==> config.mk <==
export PLATFORM = sky130hd
export DESIGN_NAME = block_cx_src_flat
export DESIGN_NICKNAME = d
export VERILOG_FILES = /design/src/rtl/block_cx_src_if.sv /design/src/rtl/block_cx_src.sv /design/src/flat_wrapper.sv
export SDC_FILE = /design/constraint.sdc
export NUM_CORES = 1
export LEC_CHECK = 0
export ABC_AREA = 1
export CAP_MARGIN = 30
export CORE_MARGIN = 4
export CORE_UTILIZATION = 30
export CTS_BUF_LIST = sky130_fd_sc_hd__clkbuf_8
export DETAILED_ROUTE_END_ITERATION = 6
export DONT_BUFFER_PORTS = 1
export SYNTH_ARGS = -nofsm -noshare
export SYNTH_HDL_FRONTEND = slang
export SYNTH_SLANG_ARGS = --single-unit
==> constraint.sdc <==
create_clock -name clk -period 4.2 [get_ports clk]
set_input_delay 0.63 -clock clk [delete_from_list [all_inputs] [get_ports clk]]
set_output_delay 0.63 -clock clk [all_outputs]
set_load 0.05 [all_outputs]
==> src/rtl/block_cx_src_if.sv <==
// Shared pieces of the hierIncludeC subsystem: the package with default
// sizing for the link, and the rdy_vld_if ready/valid link interface.
// A source drives vld/data and samples rdy; a destination does the reverse.

package hierIncludeC_package;
    localparam int HIC_DATA_W = 8;
    localparam int HIC_DEPTH  = 4;
    localparam int HIC_GAP_W  = 4;
endpackage

interface rdy_vld_if #(
    parameter int DATA_W = 8
) ();
    logic              vld;
    logic              rdy;
    logic [DATA_W-1:0] data;

    modport src (output vld, output data, input  rdy);
    modport dst (input  vld, input  data, output rdy);
endinterface

==> src/rtl/block_cx_src.sv <==
// block_cx_src: transmitter end of an rdy_vld_if link.
// A local producer pushes words into a DEPTH-entry FIFO; the head word is
// presented on x with ready/valid semantics. After every accepted beat the
// link can be forced idle for gap_cfg cycles. flush drops queued words but
// never retracts a head that is already being presented.
// Optional build macro BLOCK_CX_SRC_STATS_EN adds beat_cnt and stall_cnt.

module block_cx_src
    import hierIncludeC_package::*;
#(
    parameter int DATA_W = HIC_DATA_W,
    parameter int DEPTH  = HIC_DEPTH,
    parameter int GAP_W  = HIC_GAP_W
) (
    input  logic                       clk,
    input  logic                       rst_n,
    rdy_vld_if.src                     x,
    input  logic                       push_vld,
    input  logic [DATA_W-1:0]          push_data,
    output logic                       push_rdy,
    input  logic [GAP_W-1:0]           gap_cfg,
    input  logic                       flush,
`ifdef BLOCK_CX_SRC_STATS_EN
    output logic [15:0]                beat_cnt,
    output logic [15:0]                stall_cnt,
`endif
    output logic [$clog2(DEPTH+1)-1:0] level
);

    localparam int IDX_W = $clog2(DEPTH);
    localparam int PTR_W = IDX_W + 1;
    localparam int LVL_W = $clog2(DEPTH+1);

    typedef enum logic [1:0] {IDLE, SEND, GAP} state_t;

    state_t             state_q, state_d;
    logic [GAP_W-1:0]   cnt_q, cnt_d;
    logic [PTR_W-1:0]   wr_ptr_q, wr_ptr_d;
    logic [PTR_W-1:0]   rd_ptr_q, rd_ptr_d;
    logic [DATA_W-1:0]  data_q, data_d;
    logic               init_q, init_d;
    logic [DATA_W-1:0]  mem_q [DEPTH];

    logic               full;
    logic               push_acc;
    logic               sending;
    logic               pop;
    logic [PTR_W-1:0]   base;
    logic [PTR_W-1:0]   lvl_d;
    logic [DATA_W-1:0]  head_d;

    // FIFO bookkeeping. On flush the write pointer collapses onto the read
    // pointer, skipping over the presented head when in SEND; a same-cycle
    // push lands right behind whatever is retained. head_d bypasses the
    // push word when it is written into the slot that becomes the new head.
    always_comb begin
        full     = (wr_ptr_q[IDX_W-1:0] == rd_ptr_q[IDX_W-1:0]) &&
                   (wr_ptr_q[IDX_W] != rd_ptr_q[IDX_W]);
        push_rdy = init_q && !full;
        push_acc = push_vld && push_rdy;
        sending  = (state_q == SEND);
        pop      = sending && x.rdy;
        base     = flush ? (rd_ptr_q + PTR_W'(sending)) : wr_ptr_q;
        rd_ptr_d = rd_ptr_q + PTR_W'(pop);
        wr_ptr_d = base + PTR_W'(push_acc);
        lvl_d    = wr_ptr_d - rd_ptr_d;
        head_d   = (push_acc && (base[IDX_W-1:0] == rd_ptr_d[IDX_W-1:0]))
                   ? push_data : mem_q[rd_ptr_d[IDX_W-1:0]];
        init_d   = 1'b1;
    end

    // Next-state logic; data_q is only reloaded on entry into SEND so the
    // presented word cannot move until its handshake.
    always_comb begin
        state_d = state_q;
        cnt_d   = cnt_q;
        data_d  = data_q;
        unique case (state_q)
            IDLE: begin
                if (!flush && lvl_d != '0) begin
                    state_d = SEND;
                    data_d  = head_d;
                end
            end
            SEND: begin
                if (pop) begin
                    if (gap_cfg != '0) begin
                        state_d = GAP;
                        cnt_d   = gap_cfg;
                    end else if (lvl_d != '0) begin
                        data_d  = head_d;
                    end else begin
                        state_d = IDLE;
                    end
                end
            end
            GAP: begin
                cnt_d = cnt_q - 1'b1;
                if (flush) begin
                    state_d = IDLE;
                end else if (cnt_q == GAP_W'(1)) begin
                    if (lvl_d != '0) begin
                        state_d = SEND;
                        data_d  = head_d;
                    end else begin
                        state_d = IDLE;
                    end
                end
            end
            default: state_d = IDLE;
        endcase
    end

    // Control and pointer registers with synchronous reset.
    always_ff @(posedge clk) begin
        if (!rst_n) begin
            state_q  <= IDLE;
            cnt_q    <= '0;
            wr_ptr_q <= '0;
            rd_ptr_q <= '0;
            data_q   <= '0;
            init_q   <= 1'b0;
        end else begin
            state_q  <= state_d;
            cnt_q    <= cnt_d;
            wr_ptr_q <= wr_ptr_d;
            rd_ptr_q <= rd_ptr_d;
            data_q   <= data_d;
            init_q   <= init_d;
        end
    end

    // FIFO storage; contents are don't-care until the pointers say otherwise.
    always_ff @(posedge clk) begin
        if (push_acc) mem_q[base[IDX_W-1:0]] <= push_data;
    end

    assign x.vld  = (state_q == SEND);
    assign x.data = data_q;
    assign level  = LVL_W'(wr_ptr_q - rd_ptr_q);

`ifdef BLOCK_CX_SRC_STATS_EN
    logic [15:0] beat_cnt_q, beat_cnt_d;
    logic [15:0] stall_cnt_q, stall_cnt_d;

    // Link statistics: beats wrap, stalls saturate; flush leaves both alone.
    always_comb begin
        beat_cnt_d  = beat_cnt_q + 16'(pop);
        stall_cnt_d = stall_cnt_q;
        if (sending && !x.rdy && stall_cnt_q != 16'hFFFF)
            stall_cnt_d = stall_cnt_q + 16'd1;
    end

    // Statistics registers.
    always_ff @(posedge clk) begin
        if (!rst_n) begin
            beat_cnt_q  <= '0;
            stall_cnt_q <= '0;
        end else begin
            beat_cnt_q  <= beat_cnt_d;
            stall_cnt_q <= stall_cnt_d;
        end
    end

    assign beat_cnt  = beat_cnt_q;
    assign stall_cnt = stall_cnt_q;
`endif

endmodule

==> src/flat_wrapper.sv <==
// flat-port wrapper written by rule: the top's interface ports become plain ports
module block_cx_src_flat import hierIncludeC_package::*;
#(
    parameter int DATA_W = HIC_DATA_W,
    parameter int DEPTH  = HIC_DEPTH,
    parameter int GAP_W  = HIC_GAP_W
)
  (clk, rst_n, push_vld, push_data, push_rdy, gap_cfg, flush, level, x_vld, x_data, x_rdy);
  rdy_vld_if #(.DATA_W(DATA_W)) x_i ();
  input  logic clk;
  input  logic rst_n;
  input  logic push_vld;
  input  logic [DATA_W-1:0] push_data;
  output logic push_rdy;
  input  logic [GAP_W-1:0] gap_cfg;
  input  logic flush;
  output logic [$clog2(DEPTH+1)-1:0] level;
  output wire logic [$bits(x_i.vld)-1:0] x_vld;
  output wire logic [$bits(x_i.data)-1:0] x_data;
  input wire logic [$bits(x_i.rdy)-1:0] x_rdy;
  assign x_vld = x_i.vld;
  assign x_data = x_i.data;
  assign x_i.rdy = x_rdy;
  block_cx_src #(.DATA_W(DATA_W), .DEPTH(DEPTH), .GAP_W(GAP_W)) u_core (.clk(clk), .rst_n(rst_n), .x(x_i), .push_vld(push_vld), .push_data(push_data), .push_rdy(push_rdy), .gap_cfg(gap_cfg), .flush(flush), .level(level));
endmodule
* Word-level counts from Yosys, hierarchy flattened
Memory sizes are Yosys's and may differ from the RTL's.
Index checks and enable logic that the tools add are counted.
** Operators by class
- Eq/ne operators :: 14
- Mux-type cells :: 23
- Reductions and logical operators :: 16
- Add/sub/neg operators :: 6
** Operators by type and width (count)
- $mux 8 :: 7
- $pmux 8 s3 :: 1
- $mux 2 :: 6
- $add 3x1->3 :: 3
- $mux 4 :: 2
- $ne 2x1->1 const B :: 4
- $pmux 4 s2 :: 1
- $logic_and 1x1->1 :: 6
- $pmux 2 s3 :: 1
- $reduce_and 6->1 :: 1
- $reduce_bool 3->1 :: 2
- $sub 3x3->3 :: 2
- $eq 2x2->1 :: 2
- $eq 4x1->1 const B :: 1
- $mux 1 :: 4
- $ne 2x2->1 const B :: 2
- $reduce_and 4->1 :: 1
- $reduce_bool 4->1 :: 1
- $sub 4x1->4 const B :: 1
- $mux 3 :: 1
- $ne 3x2->1 const B :: 1
- $ne 3x3->1 const B :: 1
- $reduce_and 3->1 :: 1
- $eq 2x1->1 const B :: 1
- other kinds (5) :: 6
** Storage, ports and cells
- Bits of input ports :: 17
- Logic and storage cells :: 66
- Register bits :: 21
- Memories kept :: 1
- RAM bits :: 32
** Memories
- u_core.mem_q :: words 4, bits a word 8, rd ports 1, clocked after memory_dff 0, write ports 1, line block_cx_src.sv:42 : logic [DATA_W-1:0] mem_q [DEPTH];

* Longest topological paths before layout
Gate-level depths: netlist of the first run.
- Depth in word-level cells :: 12
- Gate-level depth with buffers :: 23

* Least setup slack after synthesis of the first run
No wires, ideal clock.
- Path type :: register -> register
- Start :: reg u_core.rd_ptr_q[1]
- End :: reg u_core.data_q[5] (netlist: u_core.x.data[5])
- Cell stages (with the launch flop) :: 21
- Data arrival time :: 3.591 ns
- Setup slack :: 0.496 ns
- Path buffers :: 1
- Cell sequence :: dfxtp_1 > inv_1 > ha_1 > a31oi_1 > and2_4 > ha_1 > ha_1 > ha_1 > a21oi_1 > nor2_1 > nor2_1 > nand3_2 > nand2_2 > nand2_2 > nand2_2 > nand2_4 > nand3_4 > buf_6 > nand2_2 > nand2_1 > nor2_1
** Between the ends
- Word-level cells in the longest chain between the ends :: 12
- Elaborated cells between the ends (all ways) :: 25
** Ends and longest elaborated chain
- from (decl) :: line block_cx_src.sv:39 : logic [PTR_W-1:0] rd_ptr_q, rd_ptr_d;
- from (signal assigned) :: line block_cx_src.sv:127 : rd_ptr_q <= rd_ptr_d;
- $eq 2x2->1 (*) :: line block_cx_src.sv:57 : full = (wr_ptr_q[IDX_W-1:0] == rd_ptr_q[IDX_W-1:0]) &&
- $logic_and 1x1->1 (*) :: line block_cx_src.sv:57
- $logic_not 1->1 (*) :: line block_cx_src.sv:59 : push_rdy = init_q && !full;
- $logic_and 1x1->1 (*) :: line block_cx_src.sv:59
- named net push_rdy :: line flat_wrapper.sv:14 : output logic push_rdy;
- $logic_and 1x1->1 (*) :: line block_cx_src.sv:60 : push_acc = push_vld && push_rdy;
- $add 3x1->3 (*) :: line block_cx_src.sv:65 : wr_ptr_d = base + PTR_W'(push_acc);
- named net u_core.wr_ptr_d[1] :: line block_cx_src.sv:38 : logic [PTR_W-1:0] wr_ptr_q, wr_ptr_d;
- $sub 3x3->3 (*) :: line block_cx_src.sv:66 : lvl_d = wr_ptr_d - rd_ptr_d;
- $reduce_bool 3->1 (*) :: line block_cx_src.sv:80, block_cx_src.sv:90, block_cx_src.sv:102
- $mux 8 :: line block_cx_src.sv:90, block_cx_src.sv:102
- $mux 8, on equally long branches :: line block_cx_src.sv:101, block_cx_src.sv:87
- $mux 8, on equally long branches :: line block_cx_src.sv:99, block_cx_src.sv:86
- $pmux 8 s3 :: line block_cx_src.sv:78 : unique case (state_q)
- to (signal assigned) :: line block_cx_src.sv:128 : data_q <= data_d;
- to (decl) :: line block_cx_src.sv:40 : logic [DATA_W-1:0] data_q, data_d;
The timed path passes the listed nets; every way through them passes the cells marked *. The select of a mux whose other input is x is not followed.
A chain may end at the register's enable or synchronous reset.

* Worst setup path after layout of the first run
- Start :: reg u_core.state_q[1]
- End :: reg u_core.data_q[0] (netlist: u_core.x.data[0])
** Between the ends
- Word-level cells in the longest chain between the ends :: 10
- Elaborated cells between the ends (all ways) :: 29
** Ends and longest elaborated chain
- from (decl) :: line block_cx_src.sv:36 : state_t state_q, state_d;
- from (signal assigned) :: line block_cx_src.sv:124 : state_q <= state_d;
- $eq 2x1->1 (*)
- named net x_vld :: line flat_wrapper.sv:18 : output wire logic [$bits(x_i.vld)-1:0] x_vld;
- $add 3x1->3 (*) :: line block_cx_src.sv:63 : base = flush ? (rd_ptr_q + PTR_W'(sending)) : wr_ptr_q;
- $mux 3 (*) :: line block_cx_src.sv:63
- $add 3x1->3 (*) :: line block_cx_src.sv:65
- named net u_core.wr_ptr_d[1] :: line block_cx_src.sv:38
- $sub 3x3->3 (*) :: line block_cx_src.sv:66
- $reduce_bool 3->1 (*) :: line block_cx_src.sv:80, block_cx_src.sv:90, block_cx_src.sv:102
- $mux 8 :: line block_cx_src.sv:90, block_cx_src.sv:102
- $mux 8, on equally long branches :: line block_cx_src.sv:101, block_cx_src.sv:87
- $mux 8, on equally long branches :: line block_cx_src.sv:99, block_cx_src.sv:86
- $pmux 8 s3 :: line block_cx_src.sv:78
Marks and branches as above.

==> metrics.txt, run 1 <==
Clock Tree Buf Depth=2; Max Cap Viol=0; post-synth top area cell=edfxtp_1; # rows=35; total track usage=10.5%; Setup crit end kind=register; Top FF cell, synth=edfxtp_1; port bufs=0; syn_nets=349; Max stage delay on crit path=0.60 ns; Core ar.=9200 um2; pre-CTS setup slack=0.477 ns; period utilization=88.4%; Req. time, crit path=4.40 ns; CTS tree=built; CTS Hold Bufs=0; HPWL after detailed placement=4.14 mm; WP buf/inv=1; Crit Path Max Fanout=16; Final setup viols=0; commonest non-fill, non-tap cell in the layout=nand2_1; post-synthesis instance area=2810 um2; final WL=5.56 mm; clk sinks=53; TritonCTS Buffers=5; P&R area growth vs syn=8.19%; GR Overflow Total=0; Pins Over Slew Limit=0; leakage power=1.33 nW; startpoint types=register; share of cells above drive strength 1=12.4%; WP depth=20; final hold slack=0.354 ns; Seq/Total Area, Yosys=49.1%; wire per inst=12.8 um; Initial DRC Count=98; CP arrival=3.92 ns; first-pass GRT wire length=9.29 mm; Worst Skew=0.00664 ns; YS warnings=0; largest net degree at the start of global routing=20; H-tree lvl count=2; DRC violations left=0; Sw Ratio=44.7%; Worst path most repeated cell=ha_1; Nets=356; starting density of the core=30.6%; HP Class=in2reg; Yosys cell types=37; Die Width=105 um; final worst slack=0.488 ns; Detail Route Antenna Nets=0; maximum VDD drop=241 uV; commonest non-fill, non-tap cells in the layout=69 x nand2_1, 45 x inv_1, 36 x nor2_1; final hold vios=0; power density over the cells=606 nW/um2; min Tclk post-route=3.71 ns; largest cells by area after synthesis=edfxtp_1 34%, dfxtp_1 15%, nand2_1 9.2%; Worst slew margin=30.9%; number of synthesized flops with an enable pin=32; Worst Reg-to-Reg Cells=20; die area=11000 um2; vias=1969; Max Fclk=0.269 GHz; initial antenna violation count=0; # resized after CTS=0; CP max stage cell=ha_1; RSZ-0062 raised after global routing=false; outcome=finished clean; internal power=0.00102 W; switching power=0.000825 W; Clock transition at path regs=0.10 ns; Synth async-reset ratio=0%; Comb power frac=43.0%; cell count after synthesis=314; Yosys reg bits=53; Clk Latency, worst-skew pair=0.30 ns; GP Congestion=0.800; Slew @ Worst Pin=1.03 ns; Avg Cell Area, Syn=8.95 um2; CP Class=reg2reg; WHS Path Cells=0; Root Driver=clkbuf_8; Post CTS Setup Buffer Count=0; top cell type's share of synthesized area=34.2%; vias per cell=4.55; first-pass iteration count of the detailed router=4; die height=105 um; CP Cell Sequence=inv_1 > ha_1 > ha_1 > ha_1 > or2_1 > o21a_2 > ha_1 > ha_1 > a21oi_1 > nor2_1 > nor2_1 > nand3_2 > nand2_2 > nand2_2 > nand2_2 > nand2_4 > nand3_4 > nand2_1 > nand2_1 > nor2_1; Crit path max-delay family=adder cells; Fin Setup TNS=0 ns; Clk pwr share=15.6%; n_diodes=0; Flop pwr share=41.4%; vias in the first global route=1848; # IOs=30
==> routing by layer <==
metal / vias to the layer above / part of all wire (%) / global-route usage [%]
met5: - / 0 / 0
met4: 0 / 1.2 / 3.66
met3: 4 / 6.9 / 3.27
met2: 39 / 45 / 16.8
met1: 892 / 47 / 13.5
li1: 1034 / - / -
==> worst paths after layout <==
| path | start | endpoint | slack [ns] |
|---|---|---|---|
| min reg2reg | u_core.cnt_q[1]$_SDFFE_PN0P_ | u_core.cnt_q[1]$_SDFFE_PN0P_ | 0.54 |
| max reg2reg | u_core.state_q[1]$_SDFFE_PN0P_ | u_core.x.data[0]$_SDFFE_PN0P_ | 0.49 |
| max | u_core.state_q[1]$_SDFFE_PN0P_ | u_core.x.data[0]$_SDFFE_PN0P_ | 0.49 |
| min | rst_n | u_core.init_q$_DFF_P_ | 0.35 |
==> synthesized netlist by cell type, types with 3 or more instances <==
| cell type | n |
|---|---|
| edfxtp_1 | 32 |
| inv_1 | 45 |
| a32o_1 | 8 |
| ha_1 | 17 |
| nand3_1 | 8 |
| nor2_1 | 36 |
| a21oi_1 | 21 |
| nand2_2 | 8 |
| inv_2 | 3 |
| nor3_1 | 5 |
| nand2_1 | 69 |
| dfxtp_1 | 21 |
| xor2_1 | 4 |
| o21ai_0 | 5 |
==> through the flow <==
stage / area, um2 / power (W) / util [%] / std cells
after floorplan: 2810 / 0.00144 / - / 314
after global placement: 2950 / 0.00156 / 32.1 / 425
after detailed placement: 2950 / 0.00158 / 32.1 / 425
after CTS: 3040 / 0.00187 / 33.1 / 433
after global routing: 3040 / 0.00200 / 33.1 / 433
final: 3040 / 0.00184 / 33.1 / 433
==> layout make-up <==
type                       instances  area (um2)
fill                             958        6150
multi-input combinational        203        1180
sequential                        53        1380
tap                              111         139
clock inverter                     3        21.3
clock buffer                       5        68.8
inverter                          50         188
timing repair buffer               8        60.1
==> power by group through the flow <==
stage	clock [W]	combinational, W	sequential (W)
2_1_floorplan	0	0.000680	0.000761
3_3_place_gp	0	0.000785	0.000776
3_5_place_dp	0	0.000798	0.000777
4_1_cts	0.000302	0.000804	0.000765
5_1_grt	0.000320	0.000904	0.000775
6_report	0.000287	0.000794	0.000763
==> cell families after synthesis <==
logic type      Yosys count  share of synthesized area, %
xor+xnor                  5                          1.82
buf+inv                  58                          8.77
compound gates           44                          10.2
flops                    53                          49.1
simple gates            136                          21.8
fa+ha+maj                18                          8.28
==> flip-flops by register name, summed over array words and instances, names as in the netlist <==
| register | count |
|---|---|
| u_core.x.data | 8 |
| u_core.cnt_q | 4 |
| u_core.mem_q | 32 |
| u_core.wr_ptr_q | 3 |
| u_core.init_q | 1 |
| u_core.state_q | 2 |
| u_core.rd_ptr_q | 3 |
(Power assumes the default switching activity.)
==> run 2: changes to the inputs <==
CELL_PAD_IN_SITES_DETAIL_PLACEMENT = 0   (was not set)
CELL_PAD_IN_SITES_GLOBAL_PLACEMENT = 2   (was not set)
PLACE_DENSITY_LB_ADDON = 0.1   (was not set)
==> run 2 against run 1 <==
- non-clock buffer count up 1
- cell count rose by 0.23%
- largest power group unchanged
- critical path type unchanged
- clock-buffer cell count is the same
- first-iteration DRC count fell by 43%
- largest cell class unchanged
- register-to-register slack better by 0.38 ns
- sequential power about the same
==> metrics.txt, run 2 (same netlist as run 1, synthesis figures left out) <==
period utilization=79.3% (was 88.4%); Worst path most repeated cell=ha_1 (unchanged); footprint of the multi-input gates=1180 um2 (unchanged); GP Congestion=0.711 (was 0.800); Detail Route Antenna Nets=0 (unchanged); commonest non-fill, non-tap cell in the layout=nand2_1 (unchanged); pre-CTS setup slack=0.859 ns (was 0.477 ns); # rows=35 (unchanged); Post CTS Setup Buffer Count=0 (unchanged); vias in the first global route=1921 (was 1848); CP Class=reg2reg (unchanged); WP buf/inv=1 (unchanged); RR Endpoint=u_core.x.data[1]$_SDFFE_PN0P_ (was u_core.x.data[0]$_SDFFE_PN0P_); worst setup path endpoint=u_core.x.data[1]$_SDFFE_PN0P_ (was u_core.x.data[0]$_SDFFE_PN0P_); Crit path max-delay family=adder cells (unchanged); Req. time, crit path=4.42 ns (was 4.40 ns); Core ar.=9200 um2 (unchanged); Worst Skew=0.00902 ns (was 0.00664 ns); commonest non-fill, non-tap cells in the layout=69 x nand2_1, 45 x inv_1, 36 x nor2_1 (unchanged); register area=1380 um2 (unchanged); FF-to-FF Start=u_core.state_q[1]$_SDFFE_PN0P_ (unchanged); max reg flops=32 (unchanged); Initial DRC Count=56 (was 98); # IOs=30 (unchanged); Nets=357 (was 356); largest net degree at the start of global routing=20 (unchanged); startpoint types=register (unchanged); power density over the cells=630 nW/um2 (was 606 nW/um2); n_diodes=0 (unchanged); Clock transition at path regs=0.11 ns (was 0.10 ns); final worst slack=0.869 ns (was 0.488 ns); die area=11000 um2 (unchanged); port bufs=0 (unchanged); RSZ-0062 raised after global routing=false (unchanged); share of cells above drive strength 1=12.7% (was 12.4%); wire per inst=14.3 um (was 12.8 um); HP Class=in2reg (unchanged); Max Fclk=0.300 GHz (was 0.269 GHz); Max stage delay on crit path=0.42 ns (was 0.60 ns); CTS tree=built (unchanged); Fin Setup TNS=0 ns (unchanged); Root Driver=clkbuf_8 (unchanged); initial antenna violation count=0 (unchanged); final WL=6.20 mm (was 5.56 mm); TritonCTS Buffers=5 (unchanged); GR Overflow Total=0 (unchanged); CP Cell Sequence=inv_1 > ha_1 > ha_1 > ha_1 > or2_1 > o21a_2 > ha_1 > ha_1 > a21oi_1 > nor2_1 > nor2_1 > nand3_2 > nand2_2 > nand2_2 > nand2_2 > nand2_4 > nand3_4 > nand2_1 > nand2_1 > nor2_1 (unchanged); fin cells=434 (was 433); total track usage=11.9% (was 10.5%); starting density of the core=30.6% (unchanged); HPWL after detailed placement=4.58 mm (was 4.14 mm); Worst slew margin=33.6% (was 30.9%); post-placement cell count=426 (was 425); # resized after CTS=0 (unchanged); vias per cell=4.41 (was 4.55); final hold vios=0 (unchanged); clk sinks=53 (unchanged); Pins Over Slew Limit=0 (unchanged); WP depth=20 (unchanged); Clk Latency, worst-skew pair=0.31 ns (was 0.30 ns); Worst Reg-to-Reg Cells=20 (unchanged); H-tree lvl count=2 (unchanged); worst setup path startpoint=u_core.state_q[1]$_SDFFE_PN0P_ (unchanged); vias=1914 (was 1969); Die Width=105 um (unchanged); P&R area growth vs syn=9.26% (was 8.19%); Final setup viols=0 (unchanged); die height=105 um (unchanged); outcome=finished clean (unchanged); DRC violations left=0 (unchanged); Slew @ Worst Pin=0.993 ns (was 1.03 ns); CTS Hold Bufs=0 (unchanged); leakage power=1.35 nW (was 1.33 nW); Clock Tree Buf Depth=2 (unchanged); CP arrival=3.55 ns (was 3.92 ns); CP max stage cell=dfxtp_1 (was ha_1); first-pass iteration count of the detailed router=4 (unchanged); maximum VDD drop=201 uV (was 241 uV); min Tclk post-route=3.33 ns (was 3.71 ns); Setup crit end kind=register (unchanged); fill count=986 (was 958); Max Cap Viol=0 (unchanged); flop2flop setup slack=0.87 ns (was 0.49 ns); Crit Path Max Fanout=16 (unchanged); first-pass GRT wire length=10.2 mm (was 9.29 mm)
[run 2: cell count changes in the layout (fill, tap and decap cells not counted), sizes merged]
| cell | delta |
|---|---|
| buf | +1 |
| bufinv | +1 |
| clkinvlp | -1 |
[run 2: worst min path at each step]
stage	start	to	slack [ns]	depth (start not counted)
final	rst_n	u_core.init_q$_DFF_P_	0.35	0
after global routing	rst_n	u_core.init_q$_DFF_P_	0.32	0
after CTS	rst_n	u_core.init_q$_DFF_P_	0.33	0
after detailed placement	u_core.cnt_q[2]$_SDFFE_PN0P_	u_core.cnt_q[2]$_SDFFE_PN0P_	0.52	2
after global placement	u_core.state_q[1]$_SDFFE_PN0P_	u_core.state_q[1]$_SDFFE_PN0P_	0.53	2
after floorplan	u_core.cnt_q[2]$_SDFFE_PN0P_	u_core.cnt_q[2]$_SDFFE_PN0P_	0.48	2
[run 2: where the power goes]
part	leakage [nW]	internal (W)	total [W]	switching, W
sequential	0.463	0.000628	0.000762	0.000134
clock	0.0585	0.000179	0.000364	0.000185
combinational	0.829	0.000277	0.000809	0.000532
total	1.35	0.00108	0.00193	0.000850
[run 2: metal layers]
layer / wire length, um / track usage, %
met4: 68 / 3.09
met2: 2860 / 19.3
met1: 3020 / 15.7
met3: 255 / 3.15
met5: 0 / 0
[run 2: layout make-up]
class | instances | area share, %
clock buffers | 5 | 2.24
multi-input cells | 203 | 38.5
inverters | 50 | 6.11
well taps | 111 | 4.52
flip-flops and latches | 53 | 45.0
clock inverters | 3 | 1.43
repair buffers | 9 | 2.20
[run 2: stage by stage]
step	power [W]	utilization, %	instance area [um2]	hold slack, ns
after floorplan	0.00144	-	2810	0.480
after global placement	0.00161	32.2	2960	0.528
after detailed placement	0.00160	32.2	2960	0.516
after CTS	0.00197	33.4	3070	0.330
after global routing	0.00210	33.4	3070	0.321
final	0.00193	33.4	3070	0.346
